==> src/rtl/aes_job_sched.sv <==
// aes_job_sched
//   Queues complete AES-CTR jobs written by the host and programs them into the
//   stream engine one at a time, polling the engine's remaining-word register
//   until it reads zero.
//
// Ports
//   clk, rst                 clock, asynchronous active-high reset
//   host_req_*               host soft-register request (write staging / push / abort, status read)
//   host_resp_valid/_data    host read response, one cycle after the request
//   aes_req_*                engine soft-register request, registered one-cycle strobe
//   aes_resp_valid/_data     engine read response (remaining words)
//   job_done                 one-cycle pulse per completed job
module aes_job_sched #(
    parameter int LOG_DEPTH = 2,
    parameter int CREDITS   = 8,
    parameter int POLL_GAP  = 16
) (
    input  logic        clk,
    input  logic        rst,
    input  logic        host_req_valid,
    input  logic        host_req_isWrite,
    input  logic [31:0] host_req_addr,
    input  logic [63:0] host_req_data,
    output logic        host_resp_valid,
    output logic [63:0] host_resp_data,
    output logic        aes_req_valid,
    output logic        aes_req_isWrite,
    output logic [31:0] aes_req_addr,
    output logic [63:0] aes_req_data,
    input  logic        aes_resp_valid,
    input  logic [63:0] aes_resp_data,
    output logic        job_done
);

    // state    | meaning
    // S_IDLE   | waiting for a queued job; pops the head when one is present
    // S_PROG   | writing the nine engine registers, words register last
    // S_POLL_REQ | issuing a read of the engine's remaining-word register
    // S_POLL_RSP | waiting for the poll response
    // S_GAP    | back-off between a nonzero poll response and the next poll
    // S_ABORT  | writing zero words to stop the engine
    typedef enum logic [2:0] {
        S_IDLE, S_PROG, S_POLL_REQ, S_POLL_RSP, S_GAP, S_ABORT
    } state_t;

    typedef struct packed {
        logic [255:0] key;
        logic [63:0]  src;
        logic [63:0]  dst;
        logic [33:0]  words;
    } desc_t;

    localparam int DEPTH = 1 << LOG_DEPTH;
    // The read leaves one cycle after POLL_REQ and GAP exit is one cycle before
    // POLL_REQ, so the counter is loaded two short of the idle-cycle gap.
    localparam int GAP_LOAD = (POLL_GAP >= 2) ? POLL_GAP - 2 : 0;

    logic [6:0] haddr;
    logic       host_wr, push_req, abort_req, full, push_ok, pop;

    logic [255:0]         key_q;
    logic [63:0]          src_q, dst_q;
    desc_t                queue_mem [DEPTH];
    logic [LOG_DEPTH-1:0] wr_ptr_q, rd_ptr_q;
    logic [LOG_DEPTH:0]   count_q;
    logic                 overflow_q;

    state_t      state_q, state_d;
    logic [3:0]  idx_q, idx_d;
    logic [15:0] gap_cnt_q, gap_cnt_d;
    desc_t       job_q, job_d;
    logic [31:0] done_count_q, done_count_d;
    logic        done_pulse_q, done_pulse_d;
    logic        req_valid_q, req_valid_d;
    logic        req_wr_q, req_wr_d;
    logic [31:0] req_addr_q, req_addr_d;
    logic [63:0] req_data_q, req_data_d;
    logic        host_resp_valid_q;
    logic [63:0] host_resp_data_q;
    logic [63:0] status;

    logic unused_addr_hi;
    assign unused_addr_hi = ^host_req_addr[31:7];

    assign haddr     = host_req_addr[6:0];
    assign host_wr   = host_req_valid & host_req_isWrite;
    assign push_req  = host_wr & (haddr == 7'h30);
    assign abort_req = host_wr & (haddr == 7'h40);
    assign full      = (count_q == (LOG_DEPTH + 1)'(DEPTH));
    // Room is judged on the pre-cycle count; a same-cycle pop does not help.
    assign push_ok   = push_req & ~abort_req & ~full;
    assign pop       = (state_q == S_IDLE) & (count_q != '0) & ~abort_req;

    assign status = {done_count_q, 16'h0, 8'(count_q), 6'h0, overflow_q, state_q != S_IDLE};

    always_ff @(posedge clk or posedge rst) begin
        if (rst) begin
            key_q <= '0;
            src_q <= '0;
            dst_q <= '0;
        end else if (host_wr) begin
            case (haddr)
                7'h00: key_q[63:0]    <= host_req_data;
                7'h08: key_q[127:64]  <= host_req_data;
                7'h10: key_q[191:128] <= host_req_data;
                7'h18: key_q[255:192] <= host_req_data;
                7'h20: src_q          <= host_req_data;
                7'h28: dst_q          <= host_req_data;
                default: ;
            endcase
        end
    end

    always_ff @(posedge clk) begin
        if (push_ok) begin
            queue_mem[wr_ptr_q] <= {key_q, src_q, dst_q, host_req_data[33:0]};
        end
    end

    always_ff @(posedge clk or posedge rst) begin
        if (rst) begin
            wr_ptr_q   <= '0;
            rd_ptr_q   <= '0;
            count_q    <= '0;
            overflow_q <= 1'b0;
        end else begin
            if (push_req && full && !abort_req) begin
                overflow_q <= 1'b1;
            end
            if (abort_req) begin
                wr_ptr_q <= '0;
                rd_ptr_q <= '0;
                count_q  <= '0;
            end else begin
                if (push_ok) wr_ptr_q <= wr_ptr_q + 1'b1;
                if (pop)     rd_ptr_q <= rd_ptr_q + 1'b1;
                case ({push_ok, pop})
                    2'b10:   count_q <= count_q + 1'b1;
                    2'b01:   count_q <= count_q - 1'b1;
                    default: ;
                endcase
            end
        end
    end

    always_ff @(posedge clk or posedge rst) begin
        if (rst) begin
            host_resp_valid_q <= 1'b0;
            host_resp_data_q  <= '0;
        end else begin
            host_resp_valid_q <= host_req_valid & ~host_req_isWrite;
            host_resp_data_q  <= (host_req_valid && !host_req_isWrite && haddr == 7'h38) ? status : '0;
        end
    end

    always_comb begin
        state_d      = state_q;
        idx_d        = idx_q;
        gap_cnt_d    = gap_cnt_q;
        job_d        = job_q;
        done_count_d = done_count_q;
        done_pulse_d = 1'b0;
        req_valid_d  = 1'b0;
        req_wr_d     = 1'b0;
        req_addr_d   = '0;
        req_data_d   = '0;
        case (state_q)
            S_IDLE: begin
                if (pop) begin
                    job_d   = queue_mem[rd_ptr_q];
                    idx_d   = '0;
                    state_d = S_PROG;
                end
            end
            S_PROG: begin
                req_valid_d = 1'b1;
                req_wr_d    = 1'b1;
                case (idx_q)
                    4'd0: begin req_addr_d = 32'h00; req_data_d = job_q.key[63:0];    end
                    4'd1: begin req_addr_d = 32'h08; req_data_d = job_q.key[127:64];  end
                    4'd2: begin req_addr_d = 32'h10; req_data_d = job_q.key[191:128]; end
                    4'd3: begin req_addr_d = 32'h18; req_data_d = job_q.key[255:192]; end
                    4'd4: begin req_addr_d = 32'h20; req_data_d = job_q.src;          end
                    4'd5: begin req_addr_d = 32'h28; req_data_d = job_q.dst;          end
                    4'd6: begin req_addr_d = 32'h38; req_data_d = 64'(CREDITS);       end
                    4'd7: begin req_addr_d = 32'h40; req_data_d = 64'(CREDITS);       end
                    // words last: this write starts the engine
                    default: begin req_addr_d = 32'h30; req_data_d = {30'h0, job_q.words}; end
                endcase
                if (abort_req) begin
                    state_d = S_ABORT;
                end else if (idx_q == 4'd8) begin
                    state_d = S_POLL_REQ;
                end else begin
                    idx_d = idx_q + 4'd1;
                end
            end
            S_POLL_REQ: begin
                if (abort_req) begin
                    state_d = S_ABORT;
                end else begin
                    req_valid_d = 1'b1;
                    req_addr_d  = 32'h00;
                    state_d     = S_POLL_RSP;
                end
            end
            S_POLL_RSP: begin
                if (abort_req) begin
                    state_d = S_ABORT;
                end else if (aes_resp_valid) begin
                    if (aes_resp_data == 64'h0) begin
                        done_pulse_d = 1'b1;
                        done_count_d = done_count_q + 32'd1;
                        state_d      = S_IDLE;
                    end else begin
                        gap_cnt_d = 16'(GAP_LOAD);
                        state_d   = S_GAP;
                    end
                end
            end
            S_GAP: begin
                if (abort_req) begin
                    state_d = S_ABORT;
                end else if (gap_cnt_q == '0) begin
                    state_d = S_POLL_REQ;
                end else begin
                    gap_cnt_d = gap_cnt_q - 16'd1;
                end
            end
            S_ABORT: begin
                req_valid_d = 1'b1;
                req_wr_d    = 1'b1;
                req_addr_d  = 32'h30;
                state_d     = S_IDLE;
            end
            default: state_d = S_IDLE;
        endcase
    end

    always_ff @(posedge clk or posedge rst) begin
        if (rst) begin
            state_q      <= S_IDLE;
            idx_q        <= '0;
            gap_cnt_q    <= '0;
            job_q        <= '0;
            done_count_q <= '0;
            done_pulse_q <= 1'b0;
            req_valid_q  <= 1'b0;
            req_wr_q     <= 1'b0;
            req_addr_q   <= '0;
            req_data_q   <= '0;
        end else begin
            state_q      <= state_d;
            idx_q        <= idx_d;
            gap_cnt_q    <= gap_cnt_d;
            job_q        <= job_d;
            done_count_q <= done_count_d;
            done_pulse_q <= done_pulse_d;
            req_valid_q  <= req_valid_d;
            req_wr_q     <= req_wr_d;
            req_addr_q   <= req_addr_d;
            req_data_q   <= req_data_d;
        end
    end

    assign host_resp_valid = host_resp_valid_q;
    assign host_resp_data  = host_resp_data_q;
    assign aes_req_valid   = req_valid_q;
    assign aes_req_isWrite = req_wr_q;
    assign aes_req_addr    = req_addr_q;
    assign aes_req_data    = req_data_q;
    assign job_done        = done_pulse_q;

endmodule

==> config.mk <==
export PLATFORM = sky130hd
export DESIGN_NAME = aes_job_sched
export DESIGN_NICKNAME = d
export VERILOG_FILES = /design/src/rtl/aes_job_sched.sv
export SDC_FILE = /design/constraint.sdc
export NUM_CORES = 2
export LEC_CHECK = 0
export BUFFER_PORTS_ARGS = -buffer_cell sky130_fd_sc_hd__buf_2
export CELL_PAD_IN_SITES_DETAIL_PLACEMENT = 2
export CELL_PAD_IN_SITES_GLOBAL_PLACEMENT = 2
export CORE_ASPECT_RATIO = 1.2
export CORE_MARGIN = 5
export CORE_UTILIZATION = 25
export CTS_CLUSTER_SIZE = 40
export DETAILED_ROUTE_END_ITERATION = 10
export GPL_ROUTABILITY_DRIVEN = 1
export GPL_TIMING_DRIVEN = 0
export PLACE_DENSITY_LB_ADDON = 0.1
export RECOVER_POWER = 25
export SLEW_MARGIN = 15
export SYNTH_ARGS = -nofsm -noshare
export SYNTH_HDL_FRONTEND = slang
export SYNTH_SLANG_ARGS = --single-unit
==> constraint.sdc <==
create_clock -name clk -period 35.8 [get_ports clk]
set_input_delay 1.79 -clock clk [delete_from_list [all_inputs] [get_ports clk]]
set_output_delay 1.79 -clock clk [all_outputs]
set_load 0.01 [all_outputs]
==> results.json <==
{
  "status": "complete, no violations",
  "drt-pass1-iter-count": 5,
  "cts_sinks": 2646,
  "place_hpwl_mm": 227.7,
  "yosys_warnings": 0,
  "crit_buf_inv": 2,
  "drive_above_1_share_pct": 26.89,
  "final_nets": 6588,
  "grt_pass1_vias": 59600,
  "synth_seq_area_share_pct": 75.37,
  "required_ns": 36.58,
  "async_reset_ff_share_pct": 36.81,
  "critPathLaunchType": "input pin",
  "gr-total-overflow": 0,
  "die-area_mm2": 0.4085,
  "hp-class": "flip-flop to flip-flop",
  "min_period_ns": 4.769,
  "globalplace.congestion": 0.7097,
  "dieWidth_um": 584.3,
  "peakVddDrop_uv": 36.15,
  "core_area_mm2": 0.3951,
  "die_h_um": 699.2,
  "syn_avg_cell_area_um2": 17.37,
  "synth_top_family_by_area": "multiplexers",
  "crit_arrival_ns": 5.55,
  "drc": 0,
  "crit_path_cell_trace": "buf_2, nor4_1, nand4_1, nand2_1, clkbuf_1, nor2_1, fa_1, nor3_1, o21ai_0, nor3b_1",
  "hold_viol": 0,
  "wl_per_cell_um": 28.24,
  "synth_seq_cells": 2646,
  "dp.cells": 11320,
  "worstHoldStart": "overflow_q",
  "tightestPinTransition_ns": 1.175,
  "syn_area_mm2": 0.09895,
  "clk_transition_reported_paths_ns": 0.06,
  "clock_path_buffers": 4,
  "drv_cap": 0,
  "synth_compound_area_share_pct": 2.201,
  "rsz0062_at_grt": "false",
  "clk_latency_ns": 0.92,
  "antenna_found_initial": 33,
  "cp-end-kind": "flip-flop",
  "cts_resized": 0,
  "grt.total_usage_pct": 16.29,
  "slew_headroom_pct": 21.66,
  "synthFlopType": "edfxtp_1",
  "grt_pass1_wl_mm": 474.0,
  "synthAdderAreaFrac_pct": 0.1593,
  "setup_viol": 0,
  "avgViaCountPerCell": 4.444,
  "final_cells": 11920,
  "finalSetupTns_ns": 0,
  "ios": 329,
  "fin_util_pct": 30.29,
  "critPathMaxFanout": 10,
  "htreeDepth": 5,
  "p_per_area_mw_per_mm2": 77.73,
  "p_leak_nw": 46.51,
  "start_util_pct": 25.05,
  "syn_to_final_growth_pct": 20.94,
  "syn_inst": 5697,
  "reg2reg_from": "idx_q[2]",
  "post-cts-setup-buffers": 0,
  "portBuffers": 247,
  "grt_max_degree": 97,
  "synth-xor-area-share_pct": 0.4072,
  "holdWs_ns": 0.4727,
  "cts-root-buf": "clkbuf_16",
  "synthSimpleGateAreaFrac_pct": 6.283,
  "worst_path_max_delay_cell": "clkbuf_1",
  "min_period_over_period_pct": 13.32,
  "routed_wirelength_mm": 336.4,
  "cts_hold_buf": 0,
  "fillers": 40260,
  "numCtsBuffers": 313,
  "max_stage_delay_ns": 0.85,
  "synth_edf_count": 1672,
  "crit_family": "simple AND/OR/NAND/NOR gates",
  "rows": 253,
  "slew_violations": 0,
  "cts_tree": "done",
  "crit_start": "host_req_addr[1]",
  "synth.distinct_cells": 56,
  "setup.worst_path.class": "input pin to flip-flop",
  "vias": 52950,
  "postRouteAntennaNets": 0,
  "fmax_ghz": 0.2097,
  "total_power_mw": 9.302,
  "synth_mux_area_share_pct": 13.93,
  "fin_skew_ns": 0.03574,
  "first_iter_violations": 2698
}
## area by class of cell
class,count,area (um^2),area share (%)
Sequential cell,2646,74580,62.32
Multi-Input combinational cell,2748,23000,19.22
Clock buffer,459,8987,7.510
Tap cell,5227,6540,5.465
Timing Repair Buffer,345,3667,3.064
Buffer,343,1693,1.415
Clock inverter,117,1104,0.9222
Inverter,14,60.06,0.05019
Antenna cell,16,40.04,0.03346
## cells by family after synthesis
group,Yosys count
other cells,1
simple gates,1534
compound gates,295
buf+inv,357
xor+xnor,46
fa+ha+maj,12
flops,2646
mux,806
## per-stage QoR
step	worst slack, ns	cell area [um^2]
finish	31.03	119700
global placement	-13.63	106900
floorplan	6.611	99150
detailed placement	30.03	109500
CTS	31.02	119600
global route	30.77	119600
## flip-flops by register name, summed over array words and instances, names as in the netlist, 16 cells and up
register	count
queue_mem	1672
job_q	418
key_q	256
aes_req_data	64
dst_q	64
src_q	64
host_resp_data	37
done_count_q	32
gap_cnt_q	16
## placed cells by master, fill, tap and decap left out, types with 85 or more instances in the layout
cell       synthesis  routed
a22oi_1          190     190
dfrtp_1          974     974
mux2_2           377     377
clkbuf_16          0     318
mux4_2           418     418
clkbuf_1         247     254
edfxtp_1        1672    1672
clkbuf_2           0      85
buf_2             20     276
nand2_1         1312    1312
## synth_stat cells, types with 3 or more instances
cell	n	area, um^2
mux2_2	377	4245
a41oi_1	33	289.0
mux2_1	9	101.4
buf_1	13	48.80
nor3b_1	5	37.54
nor4_1	28	175.2
inv_1	14	52.55
nor2b_1	4	25.02
edfxtp_1	1672	50210
xnor2_1	25	219.0
clkbuf_1	247	927.1
dfrtp_1	974	24370
o21ai_0	14	70.07
nand2b_1	6	37.54
buf_4	56	420.4
and2_1	50	312.8
ha_1	11	137.6
nor2_1	39	146.4
nor3_1	25	125.1
a211oi_1	3	22.52
nand2_1	1312	4925
buf_6	7	78.83
a22oi_1	190	1426
nand3_1	22	110.1
mux4_2	418	9414
or3_1	4	25.02
a21oi_1	8	40.04
nand4_1	16	100.1
and3_1	11	68.82
a31oi_1	30	187.7
and4_1	3	26.28
o31ai_1	3	22.52
buf_2	20	100.1
xor2_1	21	183.9
## path summary, 6_finish.rpt
kind | to | slack, ns | depth (start not counted)
min | overflow_q | 0.47 | 1
max in group asynchronous | key_q[44] | 32.87 | 5
max | count_q[2] | 31.03 | 10
min reg2reg | overflow_q | 0.47 | 1
max reg2reg | aes_req_data[38] | 31.56 | 7
min in group asynchronous | key_q[204] | 0.92 | 2
## power breakdown
part / total [mW] / switching [mW] / internal [mW] / leakage, nW
clock: 3.16 / 1.32 / 1.85 / 4.95
combinational: 2.33 / 1.53 / 0.806 / 13.1
sequential: 3.81 / 0.246 / 3.56 / 28.5
## per-layer routing
layer	up-vias	routed length (um)	track usage (%)
met5	-	0	0
met4	0	5494	2.977
met3	353	10360	2.095
met2	859	177200	29.66
met1	29000	143400	20.81
li1	22740	-	-
Note: power is estimated with default switching activity, not from simulation.
